File: src/rtl/cajero_pkg.sv
// rtl/cajero_pkg.sv - shared types and constants for the parametrised ATM controller
//   Contents: estado_t state encoding, TIPO_DEPOSITO/TIPO_RETIRO codes for tipo_trans,
//   default parameter values used by cajero_automatico_param.
package cajero_pkg;

   typedef enum logic [2:0] {
      ST_IDLE  = 3'd0,
      ST_PIN   = 3'd1,
      ST_CHECK = 3'd2,
      ST_TRANS = 3'd3,
      ST_EXEC  = 3'd4,
      ST_LOCK  = 3'd5
   } estado_t;

   localparam logic TIPO_DEPOSITO = 1'b0;
   localparam logic TIPO_RETIRO   = 1'b1;

   localparam int PIN_DIGITS_DEF   = 4;
   localparam int MAX_INTENTOS_DEF = 3;
   localparam int MONTO_W_DEF      = 32;
   localparam int BALANCE_W_DEF    = 64;
   localparam int TIMEOUT_CYC_DEF  = 1024;

endpackage

File: src/rtl/cajero_pin_collector.sv
// rtl/cajero_pin_collector.sv - PIN digit shift register with digit counter
//   clk, reset (async, active-low)
//   clear          : hold collector empty (driven while the FSM is not collecting)
//   digito_stb     : accept digito this cycle
//   digito[3:0]    : digit, most significant digit first, shifted in at the LSB
//   pin_capturado  : collected digits, 4*PIN_DIGITS bits
//   done           : the strobe this cycle carries the last digit of the PIN
module cajero_pin_collector #(
   parameter int PIN_DIGITS = 4
) (
   input  logic                    clk,
   input  logic                    reset,
   input  logic                    clear,
   input  logic                    digito_stb,
   input  logic [3:0]              digito,
   output logic [4*PIN_DIGITS-1:0] pin_capturado,
   output logic                    done
);

   localparam int CNT_W = $clog2(PIN_DIGITS + 1);
   localparam logic [CNT_W-1:0] ULTIMO = CNT_W'(PIN_DIGITS - 1);

   logic [CNT_W-1:0] cnt;

   always_ff @(posedge clk or negedge reset) begin
      if (!reset) begin
         pin_capturado <= '0;
         cnt           <= '0;
      end else if (clear) begin
         pin_capturado <= '0;
         cnt           <= '0;
      end else if (digito_stb) begin
         pin_capturado <= (pin_capturado << 4) | (4*PIN_DIGITS)'(digito);
         cnt           <= cnt + 1'b1;
      end
   end

   // Combinational so the FSM reaches CHECK the cycle after the last strobe,
   // while pin_capturado already holds the complete PIN.
   assign done = digito_stb && !clear && (cnt == ULTIMO);

endmodule

File: src/rtl/cajero_automatico_param.sv
// rtl/cajero_automatico_param.sv - parametrised ATM controller: PIN check, lockout, deposit/withdrawal
//   Optional feature macro: SESION_TIMEOUT_EN (inactivity timeout in PIN/TRANS).
//   clk, reset (async, active-low)
//   tarjeta_recibida          : card present, sampled in IDLE
//   digito_stb, digito        : PIN digit strobe and value
//   pin_correcto              : stored PIN for the card
//   monto_stb, tipo_trans,
//   monto, balance_inicial    : transaction request (0 deposit, 1 withdrawal)
//   pin_incorrecto            : pulse per wrong PIN
//   advertencia               : level, one attempt left
//   bloqueo                   : level, card locked until reset
//   balance_actualizado       : registered result, balance_stb marks it valid
//   entregar_dinero           : pulse, dispense
//   fondos_insuficientes      : pulse, withdrawal rejected
//   sesion_expirada           : pulse, inactivity timeout (0 when the macro is undefined)
module cajero_automatico_param
   import cajero_pkg::*;
#(
   parameter int PIN_DIGITS   = PIN_DIGITS_DEF,
   parameter int MAX_INTENTOS = MAX_INTENTOS_DEF,
   parameter int MONTO_W      = MONTO_W_DEF,
   parameter int BALANCE_W    = BALANCE_W_DEF,
   parameter int TIMEOUT_CYC  = TIMEOUT_CYC_DEF
) (
   input  logic                    clk,
   input  logic                    reset,
   input  logic                    tarjeta_recibida,
   input  logic                    digito_stb,
   input  logic [3:0]              digito,
   input  logic [4*PIN_DIGITS-1:0] pin_correcto,
   input  logic                    tipo_trans,
   input  logic [MONTO_W-1:0]      monto,
   input  logic                    monto_stb,
   input  logic [BALANCE_W-1:0]    balance_inicial,
   output logic                    pin_incorrecto,
   output logic                    advertencia,
   output logic                    bloqueo,
   output logic [BALANCE_W-1:0]    balance_actualizado,
   output logic                    balance_stb,
   output logic                    entregar_dinero,
   output logic                    fondos_insuficientes,
   output logic                    sesion_expirada
);

   if (MAX_INTENTOS < 2 || BALANCE_W < MONTO_W || TIMEOUT_CYC < 1) begin : g_param_check
      $error("cajero_automatico_param: illegal parameter combination");
   end

   localparam int INT_W = $clog2(MAX_INTENTOS + 1);
   localparam logic [INT_W-1:0] INT_MAX   = INT_W'(MAX_INTENTOS);
   localparam logic [INT_W-1:0] INT_AVISO = INT_W'(MAX_INTENTOS - 1);

   estado_t                 estado, estado_d;
   logic [INT_W-1:0]        intentos, intentos_d, intentos_inc;
   logic                    advertencia_d, bloqueo_d, pin_inc_d;
   logic                    balance_stb_d, entregar_d, fondos_d, sesion_d;
   logic [BALANCE_W-1:0]    balance_d;
   logic                    tipo_q, tipo_d;
   logic [BALANCE_W-1:0]    monto_q, monto_d, saldo_q, saldo_d;
   logic [BALANCE_W:0]      suma;
   logic [4*PIN_DIGITS-1:0] pin_capturado;
   logic                    pin_done;
   logic                    tmo_hit;

   cajero_pin_collector #(.PIN_DIGITS(PIN_DIGITS)) u_pin (
      .clk           (clk),
      .reset         (reset),
      .clear         (estado != ST_PIN),
      .digito_stb    (digito_stb),
      .digito        (digito),
      .pin_capturado (pin_capturado),
      .done          (pin_done)
   );

   // One extra bit catches deposit overflow for saturation.
   assign suma         = {1'b0, saldo_q} + {1'b0, monto_q};
   assign intentos_inc = intentos + 1'b1;

`ifdef SESION_TIMEOUT_EN
   localparam int TMO_W = $clog2(TIMEOUT_CYC + 1);
   logic [TMO_W-1:0] tmo_cnt;
   logic             tmo_espera, tmo_actividad;

   assign tmo_espera    = (estado == ST_PIN) || (estado == ST_TRANS);
   assign tmo_actividad = ((estado == ST_PIN) && digito_stb) || ((estado == ST_TRANS) && monto_stb);
   assign tmo_hit       = tmo_espera && !tmo_actividad && (tmo_cnt == TMO_W'(TIMEOUT_CYC - 1));

   always_ff @(posedge clk or negedge reset) begin
      if (!reset)
         tmo_cnt <= '0;
      else if (!tmo_espera || tmo_actividad)
         tmo_cnt <= '0;
      else
         tmo_cnt <= tmo_cnt + 1'b1;
   end
`else
   assign tmo_hit = 1'b0;
`endif

   always_comb begin
      estado_d      = estado;
      intentos_d    = intentos;
      advertencia_d = advertencia;
      bloqueo_d     = bloqueo;
      balance_d     = balance_actualizado;
      tipo_d        = tipo_q;
      monto_d       = monto_q;
      saldo_d       = saldo_q;
      pin_inc_d     = 1'b0;
      balance_stb_d = 1'b0;
      entregar_d    = 1'b0;
      fondos_d      = 1'b0;
      sesion_d      = 1'b0;
      case (estado)
         ST_IDLE:
            if (tarjeta_recibida) estado_d = ST_PIN;
         ST_PIN:
            if (pin_done) estado_d = ST_CHECK;
         ST_CHECK: begin
            if (pin_capturado == pin_correcto) begin
               intentos_d    = '0;
               advertencia_d = 1'b0;
               estado_d      = ST_TRANS;
            end else begin
               pin_inc_d  = 1'b1;
               intentos_d = intentos_inc;
               if (intentos_inc == INT_MAX) begin
                  // No attempts remain, so the one-left warning no longer applies.
                  bloqueo_d     = 1'b1;
                  advertencia_d = 1'b0;
                  estado_d      = ST_LOCK;
               end else begin
                  if (intentos_inc == INT_AVISO) advertencia_d = 1'b1;
                  estado_d = ST_PIN;
               end
            end
         end
         ST_TRANS:
            if (monto_stb) begin
               tipo_d   = tipo_trans;
               monto_d  = BALANCE_W'(monto);
               saldo_d  = balance_inicial;
               estado_d = ST_EXEC;
            end
         ST_EXEC: begin
            if (tipo_q == TIPO_RETIRO) begin
               if (monto_q <= saldo_q) begin
                  balance_d     = saldo_q - monto_q;
                  balance_stb_d = 1'b1;
                  entregar_d    = 1'b1;
               end else begin
                  fondos_d = 1'b1;
               end
            end else begin
               balance_d     = suma[BALANCE_W] ? '1 : suma[BALANCE_W-1:0];
               balance_stb_d = 1'b1;
            end
            estado_d = ST_IDLE;
         end
         ST_LOCK: ;
         default: estado_d = ST_IDLE;
      endcase
      if (tmo_hit) begin
         estado_d = ST_IDLE;
         sesion_d = 1'b1;
      end
   end

   always_ff @(posedge clk or negedge reset) begin
      if (!reset) begin
         estado               <= ST_IDLE;
         intentos             <= '0;
         advertencia          <= 1'b0;
         bloqueo              <= 1'b0;
         pin_incorrecto       <= 1'b0;
         balance_actualizado  <= '0;
         balance_stb          <= 1'b0;
         entregar_dinero      <= 1'b0;
         fondos_insuficientes <= 1'b0;
         sesion_expirada      <= 1'b0;
         tipo_q               <= TIPO_DEPOSITO;
         monto_q              <= '0;
         saldo_q              <= '0;
      end else begin
         estado               <= estado_d;
         intentos             <= intentos_d;
         advertencia          <= advertencia_d;
         bloqueo              <= bloqueo_d;
         pin_incorrecto       <= pin_inc_d;
         balance_actualizado  <= balance_d;
         balance_stb          <= balance_stb_d;
         entregar_dinero      <= entregar_d;
         fondos_insuficientes <= fondos_d;
         sesion_expirada      <= sesion_d;
         tipo_q               <= tipo_d;
         monto_q              <= monto_d;
         saldo_q              <= saldo_d;
      end
   end

endmodule

File: config.mk
export PLATFORM = sky130hd
export DESIGN_NAME = cajero_automatico_param
export DESIGN_NICKNAME = d
export VERILOG_FILES = /design/src/rtl/cajero_pkg.sv /design/src/rtl/cajero_pin_collector.sv /design/src/rtl/cajero_automatico_param.sv
export SDC_FILE = /design/constraint.sdc
export NUM_CORES = 1
export LEC_CHECK = 0
export CORE_MARGIN = 5
export CORE_UTILIZATION = 50
export CTS_CLUSTER_DIAMETER = 120
export DETAILED_ROUTE_END_ITERATION = 6
export GPL_TIMING_DRIVEN = 0
export HOLD_SLACK_MARGIN = 0.1
export MAX_ROUTING_LAYER = met4
export PLACE_DENSITY = 0.81
export SYNTH_ARGS = -nofsm -noshare
export SYNTH_HDL_FRONTEND = slang
export SYNTH_SLANG_ARGS = --single-unit
File: constraint.sdc
create_clock -name clk -period 3 [get_ports clk]
set_input_delay 0.45 -clock clk [delete_from_list [all_inputs] [get_ports clk]]
set_output_delay 0.45 -clock clk [all_outputs]
set_load 0.03 [all_outputs]
==> results of run 1 <==
[how the worst min path moves through the flow]
stage / startpoint / endpoint / slack [ps] / cells after the start
6_report: balance_actualizado[36] / balance_actualizado[36] / 500 / 2
3_5_place_dp: reset / saldo_q[0] / 430 / 1
3_3_place_gp: bloqueo / bloqueo / 440 / 1
4_1_cts: balance_actualizado[36] / balance_actualizado[36] / 490 / 2
5_1_grt: balance_actualizado[13] / balance_actualizado[13] / 530 / 1
2_1_floorplan: reset / advertencia / 150 / 0
[tightest hold or removal path: stages (launching register included)]
cell and delay [ps]:
dfrtp_1 340, nand2_1 60, o21ai_1 60
[through the flow]
step | worst slack, ps | power [W] | instances | util | instance area [µm²]
after global placement | -6260 | 0.0178 | 1923 | 0.601 | 15100
after floorplan | -3.71 | 0.0136 | 1402 | - | 12800
after global routing | -631 | 0.0247 | 1991 | 0.696 | 17500
final | -553 | 0.0234 | 1991 | 0.696 | 17500
after detailed placement | -1630 | 0.0180 | 1924 | 0.603 | 15200
after CTS | -424 | 0.0221 | 1982 | 0.675 | 17000
[logic make-up after synthesis]
logic type | synth area share
AOI/OAI and AO/OA | 0.179
xor gates and xnor gates | 0.0521
adders and majority gates | 0.0698
buffers and inverters | 0.0498
DFF | 0.374
muxes | 0.101
other | 0.000294
and+or+nand+nor | 0.174
[final cells by class]
class / count / area, µm²
Antenna cell: 1 / 2.50
Fill cell: 1935 / 7660
Clock buffer: 17 / 425
Multi-Input combinational cell: 1053 / 8420
Inverter: 76 / 295
Sequential cell: 191 / 4780
Buffer: 64 / 453
Timing Repair Buffer: 243 / 2530
Clock inverter: 15 / 186
Tap cell: 330 / 413
Timing Repair inverter: 1 / 16.3
[metal layers]
metal,wire [µm],vias up,GRT usage
li1,-,5595,-
met1,20100,6138,0.453
met2,22600,603,0.521
met3,3500,114,0.0472
met4,1380,0,0.0816
met5,0,-,-
[cells in the mapped netlist, drive strengths merged, types with 4 or more instances]
library cell / count
a2111oi: 5
a211oi: 20
a21o: 7
a21oi: 81
a22oi: 9
a31oi: 32
and3: 9
and4: 4
buf: 18
clkbuf: 64
dfrtp: 191
ha: 68
inv: 76
mux2: 99
mux2i: 18
nand2: 85
nand2b: 11
nand3: 38
nand3b: 7
nand4: 33
nor2: 134
nor2b: 21
nor3: 37
nor3b: 4
nor4: 28
o211ai: 13
o21a: 7
o21ai: 59
o21bai: 5
o22a: 28
o22ai: 10
o31a: 4
o31ai: 22
o32ai: 4
o41ai: 7
or2: 7
or3: 12
or4: 7
xnor2: 61
xor2: 15
[cells in the final DEF, fill, tap and decap left out, types with 9 or more instances in the layout]
cell type,netlist,layout
o21ai_0,58,47
and3_1,9,9
ha_2,0,13
clkdlybuf4s50_1,0,190
dfrtp_1,191,191
nor2_2,0,9
nor4_1,28,16
xor2_1,15,15
mux2_2,99,99
buf_12,0,9
o22a_1,28,28
xnor2_1,61,61
inv_1,75,73
a211oi_1,20,16
nor2b_1,21,20
nor2_1,134,113
a31oi_4,0,12
buf_4,1,31
nand2_1,83,79
a31oi_1,32,17
ha_1,68,50
or3_1,12,12
nand3_1,38,34
nand2b_1,11,10
o31ai_1,22,16
nor3_1,37,32
clkbuf_16,0,22
buf_6,4,11
mux2i_1,18,18
o211ai_1,13,13
a21oi_1,81,74
nor2_4,0,12
clkbuf_1,64,36
nand4_1,33,33
[report_power, final]
part	leakage, nW	internal, W	total (W)	switching [W]
clock network	0.291	0.00115	0.00241	0.00127
registers	2.32	0.00376	0.00497	0.00121
logic	4.38	0.00634	0.0160	0.00966
[timing repair]
| item | in CTS | in global routing |
|---|---|---|
| resized for setup | 194 | 83 |
| pin swaps | 31 | 28 |
| buffers inserted | 34 | 13 |
| endpoints found under the setup margin | 80 | 67 |
| hold buffers | 1 | 0 |
| hold endpoints to repair | 68 | 0 |
| gates cloned | 5 | 3 |
[sequential cells by signal, summed over array words and instances, names as in the netlist]
register	flops
estado	3
u_pin.cnt	3
entregar_dinero	1
tipo_q	1
balance_stb	1
intentos	2
fondos_insuficientes	1
pin_incorrecto	1
balance_actualizado	64
advertencia	1
bloqueo	1
saldo_q	64
u_pin.pin_capturado	16
monto_q	32
==> impl_metrics.toml, run 1 <==
[setup_path]
r2r-start = "saldo_q[0]"
critPathRequiredTime_ps = 3380
cp-startpoint = "saldo_q[0]"
path_max_fanout = 3
slowest_stage = "dfrtp_1"
cp.buffers_inverters = 5
cp_cell_sequence = "inv_1, ha_2, inv_2, fa_2, a211oi_2, o211ai_1, buf_4, a211oi_4, o211ai_1, nand4_1, buf_4, buf_6, nand4_1, o32ai_2, xor2_1, o22a_1"
arrival_ps = 3930
rr_worst_depth = 16
r2r-end = "balance_actualizado[60]"
cp-start-kind = "register"
critPathKind = "reg -> reg"
endpoint = "balance_actualizado[60]"
end_kind = "register"
crit_cells = 16
cp_top_family = "compound AO/OA/AOI/OAI gates"
ff2ff_setup_slack_ps = -550
cpPeakStageDelay_ps = 390

[route]
via_per_inst = 6.25
wl_per_cell_um = 23.9
routed_wl_mm = 47.6
dr.pass1.iters = 6
ant_nets = 0
drc = 0
dr_total_vias = 12500
drt_iter0_markers = 1287

[sta]
hold_ws_ps = 498
layout_min_cycle_time_ps = 3550
tightest_slew_ps = 871
layout_setup_ws_ps = -553
clock-skew-final_ps = 13.2
hold_violations = 0
rsz0062_at_grt = "true"
slew_viol_final = 0
setup_viol = 67
finalSetupTns_ps = -31400
max_freq_mhz = 281
slew_headroom = 0.419
fin_crit_sh = 1.18

[power_and_ir_drop]
ir_drop_v = 0.000797
power_density_nw_per_um2 = 1340
leakage_nw = 6.99

[outcome]
violations = "negative setup slack"
status = "complete, but fails checks"

[cts]
worstSkewPairLatency_ps = 450
cts_made_buffers = 17
ctsHtreeMaxLevel = 4
cts-root-buf = "clkbuf_16"
cts.sinks = 191
path_clk_slew_ps = 80
clockBufferDepth = 2
cts_tree = "built"

[synthesis]
ys_top_cells_by_area = "dfrtp_1 37%, mux2_2 8.7%, ha_1 6.7%"
ys_seq_elements = 191
ys_seq_area_frac = 0.374
synth-main-ff-cell = "dfrtp_1"
yosys.area.top_type = "dfrtp_1"
yosysTopAreaCellShare = 0.374
yosys_warnings = 0
netlist_instances = 1402
synth_edf_count = 0
synth_area_um2 = 12800
async_reset_ff_frac = 1.00
synth_cell_types = 72
synth_fp_nets = 1594
postSynthAreaPerCell_um2 = 9.11

[floorplanning]
core_um2 = 25200
dieHeight_um = 170
ios = 193
die_area_um2 = 28800
fp.dieW_um = 170
initial_core_util = 0.507
rows = 58

[layout]
drive_gt1_frac = 0.217
area_growth_pct = 37.2
nNetsFinal = 1839

[global_routing]
grtUsageTotal = 0.330
antenna_found_initial = 1
grt-ovfl-total = 0
grt_pass1_wl_mm = 72.3
grt_max_degree = 124
grt_pass1_vias = 12400

[placed_design]
gp_congestion = 0.986
port_buffers = 191
dp_hpwl_mm = 34.0

[worst_hold_path]
hp-class = "reg -> reg"

[flow_run]
cap_violations = 0
Note: power is estimated with default switching activity, not from simulation.
==> inputs of run 2 (changes only) <==
- CORE_UTILIZATION: 50 -> 55
- PLACE_DENSITY: 0.81 -> 0.84
- clock period: 3 -> 3.3 ns (I/O delays scaled with it)
==> run 2 against run 1 <==
The run ends with design-rule violations, negative setup slack left; combinational power down 14%; critical path depth unchanged; critical endpoint is now balance_actualizado[48]; clock power fell by 12%; via count fell by 2.1%; sequential cell count is the same; routed wire length down 6.9%; first-iteration DRC count down 1.9%; clock skew rose by 8.0 ps.
==> impl_metrics.toml, run 2 (same netlist as run 1, synthesis figures left out) <==
[outcome]
status = "complete, but fails checks"
violations = "design-rule violations, negative setup slack"

[route]
dr.pass1.iters = 7
drt_iter0_markers = 1263
dr_total_vias = 12200
routed_wl_mm = 44.3
drc = 7
wl_per_cell_um = 22.7
ant_nets = 0
via_per_inst = 6.24

[cts]
ctsHtreeMaxLevel = 4
cts.sinks = 191
clockBufferDepth = 2
cts_tree = "built"
path_clk_slew_ps = 90
worstSkewPairLatency_ps = 450
cts-root-buf = "clkbuf_16"
cts_made_buffers = 17

[setup_path]
end_kind = "register"
rr_worst_depth = 16
cpPeakStageDelay_ps = 390
arrival_ps = 3750
slowest_stage = "dfrtp_1"
cp_cell_sequence = "inv_1, ha_2, inv_2, fa_2, a211oi_2, o211ai_1, buf_4, a211oi_4, o211ai_1, nand4_1, nand3_4, o21ai_4, inv_6, buf_12, o31a_1, a22o_1"
r2r-start = "saldo_q[0]"
critPathKind = "reg -> reg"
r2r-end = "balance_actualizado[48]"
critPathRequiredTime_ps = 3620
ff2ff_setup_slack_ps = -130
cp-start-kind = "register"
path_max_fanout = 10
cpMostUsedCell = "o211ai_1"

[global_routing]
grt_pass1_vias = 12200
grt_max_degree = 122
grtUsageTotal = 0.340
grt-ovfl-total = 0
grt_pass1_wl_mm = 68.6
antenna_found_initial = 0

[layout]
final_area_um2 = 16900
diodes = 0
nNetsFinal = 1818
drive_gt1_frac = 0.187
area_growth_pct = 32.1
final.fill_count = 1649
top_regs = "balance_actualizado: 64 flops, saldo_q: 64 flops, monto_q: 32 flops"
fin_cells = 1952
layout_commonest_cell = "dfrtp_1"
final_cell_mix = "191 x dfrtp_1, 190 x clkdlybuf4s50_1, 126 x nor2_1"

[floorplanning]
dieHeight_um = 162
rows = 55
initial_core_util = 0.561
core_um2 = 22800
die_area_um2 = 26400
fp.dieW_um = 162
ios = 193

[power_and_ir_drop]
leakage_nw = 6.80
ir_drop_v = 0.000757
power_density_nw_per_um2 = 1200
p_total_w = 0.0203

[placed_design]
pre_cts_ws_ps = -1160
gp_congestion = 1.05
placed_cells = 1907
port_buffers = 191
dp_hpwl_mm = 33.2
dpl_cell_area_um2 = 15100

[worst_hold_path]
min_to = "bloqueo"
hp-class = "reg -> reg"
min-delay-start = "bloqueo"
min_path_cells = 1

[sta]
tightest_slew_ps = 1200
max_freq_mhz = 291
layout_setup_ws_ps = -133
slew_headroom = 0.194
setup_viol = 63
rsz0062_at_grt = "true"
clock-skew-final_ps = 21.2
fin_crit_sh = 1.04
hold_violations = 0
slew_viol_final = 0
layout_min_cycle_time_ps = 3430

[flow_run]
cap_violations = 0
-- run 2: cell types whose count changed in the layout (fill, tap and decap cells not counted), moves of 7 or more --
cell / change
a31oi_1: +12
a31oi_4: -11
buf_4: -7
nor2_1: +13
nor2_4: -11
-- run 2: worst max path at each step --
stage / startpoint / end / slack (ps)
after floorplan: saldo_q[0] / balance_actualizado[48] / 230
after global placement: reset / u_pin.pin_capturado[11] / -5830
after detailed placement: monto_q[15] / balance_actualizado[37] / -1160
after CTS: monto_q[0] / balance_actualizado[48] / -110
after global routing: saldo_q[0] / balance_actualizado[26] / -280
final: saldo_q[0] / balance_actualizado[48] / -130
-- run 2: repair_timing --
action | 4_1_cts | 5_1_grt
hold buffers | 1 | 0
hold endpoints to repair | 70 | 0
resized for setup | 132 | 83
gates cloned | 0 | 1
pin swaps | 16 | 15
setup endpoints to repair | 67 | 67
setup buffers | 17 | 11
-- run 2: cell type report --
| type | instances | area [µm²] | share of cell area |
|---|---|---|---|
| Sequential cell | 191 | 4780 | 0.283 |
| Clock buffer | 18 | 439 | 0.0260 |
| Buffer | 65 | 437 | 0.0259 |
| Tap cell | 313 | 392 | 0.0232 |
| Multi-Input combinational cell | 1053 | 8140 | 0.482 |
| Clock inverter | 14 | 154 | 0.00912 |
| Timing Repair Buffer | 222 | 2250 | 0.133 |
| Inverter | 76 | 290 | 0.0172 |
-- run 2: through the flow --
stage / TNS [ps] / hold slack [ps] / utilization
3_5_place_dp: -57240 / 444 / 0.663
4_1_cts: -1170 / 461 / 0.721
2_1_floorplan: 0 / 199 / -
6_report: -3070 / 456 / 0.741
3_3_place_gp: -1167400 / 441 / 0.662
5_1_grt: -12400 / 494 / 0.741
-- run 2: critical path, delay by kind of cell, from the launching register on --
kind                     cells  cell delay, ps
AND/OR/NAND/NOR              2             440
buffers and inverters        5             560
flip-flops                   1             390
AO/OA/AOI/OAI                7            1370
adder cells (fa/ha/maj)      2             520
-- run 2: power by group --
group / switching, W / total [W] / internal [W] / leakage (nW)
Combinational: 0.00831 / 0.0137 / 0.00540 / 4.19
Clock: 0.00108 / 0.00213 / 0.00104 / 0.290
Sequential: 0.00105 / 0.00448 / 0.00342 / 2.32
Total: 0.0105 / 0.0203 / 0.00987 / 6.80
-- run 2: metal layers --
metal / GRT usage / vias to the layer above / routed length (µm)
li1: - / 5562 / -
met1: 0.453 / 5913 / 18400
met2: 0.523 / 596 / 20700
met3: 0.0615 / 117 / 3600
met4: 0.127 / 0 / 1620
met5: - / - / 0
==> inputs of run 3 (changes only) <==
- CORE_ASPECT_RATIO: default -> 1.75
- SKIP_CTS_REPAIR_TIMING: default -> 1
==> run 3 against run 2 <==
The flow still finishes with violations (design-rule violations, negative setup slack); clock power increased by 4%; clock skew is 11 ps lower; power decreased by 0.72%; sequential share of layout area is 0.80 points higher; non-clock buffer count increased by 2; critical endpoint is now balance_actualizado[16].
==> impl_metrics.toml, run 3 (same netlist as run 1, synthesis figures left out) <==
[worst_hold_path]
min_path_cells = 1
hp-class = "reg -> reg"

[setup_path]
critPathKind = "reg -> reg"
end_kind = "register"
arrival_ps = 4060
path_max_fanout = 10
rr_worst_depth = 17
cp-start-kind = "register"
critPathRequiredTime_ps = 3640

[layout]
drive_gt1_frac = 0.160
diodes = 0
utilization = 0.719
area_growth_pct = 28.5
final_cell_mix = "191 x dfrtp_1, 190 x clkdlybuf4s50_1, 131 x nor2_1"
nNetsFinal = 1820
top_regs = "balance_actualizado: 64 flops, saldo_q: 64 flops, monto_q: 32 flops"
layout_commonest_cell = "dfrtp_1"

[sta]
hold_violations = 0
setup_viol = 66
slew_viol_final = 0
slew_headroom = 0.319
layout_min_cycle_time_ps = 3710
tightest_slew_ps = 1010
clock-skew-final_ps = 10.0
fin_crit_sh = 1.12
rsz0062_at_grt = "true"
layout_setup_ws_ps = -411
max_freq_mhz = 269

[cts]
cts-root-buf = "clkbuf_16"
cts.sinks = 191
cts_tree = "built"
clockBufferDepth = 2
path_clk_slew_ps = 70
ctsHtreeMaxLevel = 4
cts_made_buffers = 17
worstSkewPairLatency_ps = 470

[route]
via_per_inst = 6.41
ant_nets = 0
drc = 10
dr.pass1.iters = 7
dr_total_vias = 12400
wl_per_cell_um = 25.4
drt_iter0_markers = 1182
routed_wl_mm = 49.2

[outcome]
status = "complete, but fails checks"
violations = "design-rule violations, negative setup slack"

[floorplanning]
rows = 73
ios = 193
core_um2 = 22800
initial_core_util = 0.559
die_area_um2 = 26500
fp.dieW_um = 125
dieHeight_um = 212

[global_routing]
grt_max_degree = 101
grt_pass1_vias = 12900
grt_pass1_wl_mm = 73.4
antenna_found_initial = 0
grt-ovfl-total = 0
grtUsageTotal = 0.373

[power_and_ir_drop]
leakage_nw = 6.74
p_total_w = 0.0202
ir_drop_v = 0.000760
power_density_nw_per_um2 = 1230

[flow_run]
cap_violations = 0

[placed_design]
pre_cts_ws_ps = -1650
dp_hpwl_mm = 37.7
gp_congestion = 1.04
port_buffers = 191
==> run 3: cell count changes in the layout (fill, tap and decap cells not counted), moves of 5 or more <==
cell,change
a31oi_2,+5
clkbuf_2,+5
ha_1,+14
ha_4,-7
nor2_1,+5
inv_8,-6
nor2_2,-5
nand2_2,-5
nand2_1,+5
ha_2,-7
==> run 3: worst paths after layout <==
path | from | end | slack [ps]
setup / recovery | saldo_q[0] | balance_actualizado[16] | -410
hold / removal | bloqueo | bloqueo | 460
setup reg to reg | saldo_q[0] | balance_actualizado[16] | -410
hold reg to reg | bloqueo | bloqueo | 460
max in group asynchronous | reset | saldo_q[36] | 1700
min in group asynchronous | reset | monto_q[7] | 640
==> run 3: cell type report <==
type / instances / area [µm²]
Multi-Input combinational cell: 1053 / 7810
Fill cell: 1736 / 6430
Sequential cell: 191 / 4780
Timing Repair Buffer: 222 / 2210
Clock buffer: 19 / 453
Tap cell: 300 / 375
Buffer: 67 / 335
Inverter: 76 / 290
Clock inverter: 12 / 155
==> run 3: critical path: stages, from the launching register on <==
cell      delay, ps
dfrtp_1         430
inv_1            90
ha_2            190
inv_2            40
fa_2            370
a211oi_2        200
o211ai_1        100
buf_4           180
a211oi_2        210
buf_4           170
o211ai_1        130
nand4_1         170
buf_6           170
nand3_4         170
o21ai_4         310
inv_6           120
buf_2           260
o22a_1          250
==> run 3: per-layer routing <==
layer	vias up	routed length, µm	GRT usage
li1	5543	-	-
met1	5965	15700	0.346
met2	652	26500	0.677
met3	274	2680	0.0586
met4	0	4320	0.287
met5	-	0	-
==> run 3: power by group <==
part	total, W	switching, W	internal [W]
sequential	0.00450	0.00108	0.00342
clock	0.00222	0.000982	0.00123
combinational	0.0135	0.00841	0.00504
total	0.0202	0.0105	0.00970
==> run 3: stage by stage <==
| step | cell area (µm²) | TNS (ps) | cells | hold slack, ps |
|---|---|---|---|---|
| finish | 16400 | -23060 | 1940 | 456 |
| global route | 16400 | -27200 | 1940 | 512 |
| CTS | 15700 | -89130 | 1925 | 63.7 |
| detailed placement | 15100 | -86150 | 1894 | 447 |
| global placement | 15100 | -1201210 | 1893 | 441 |
| floorplan | 12800 | 0 | 1402 | 199 |
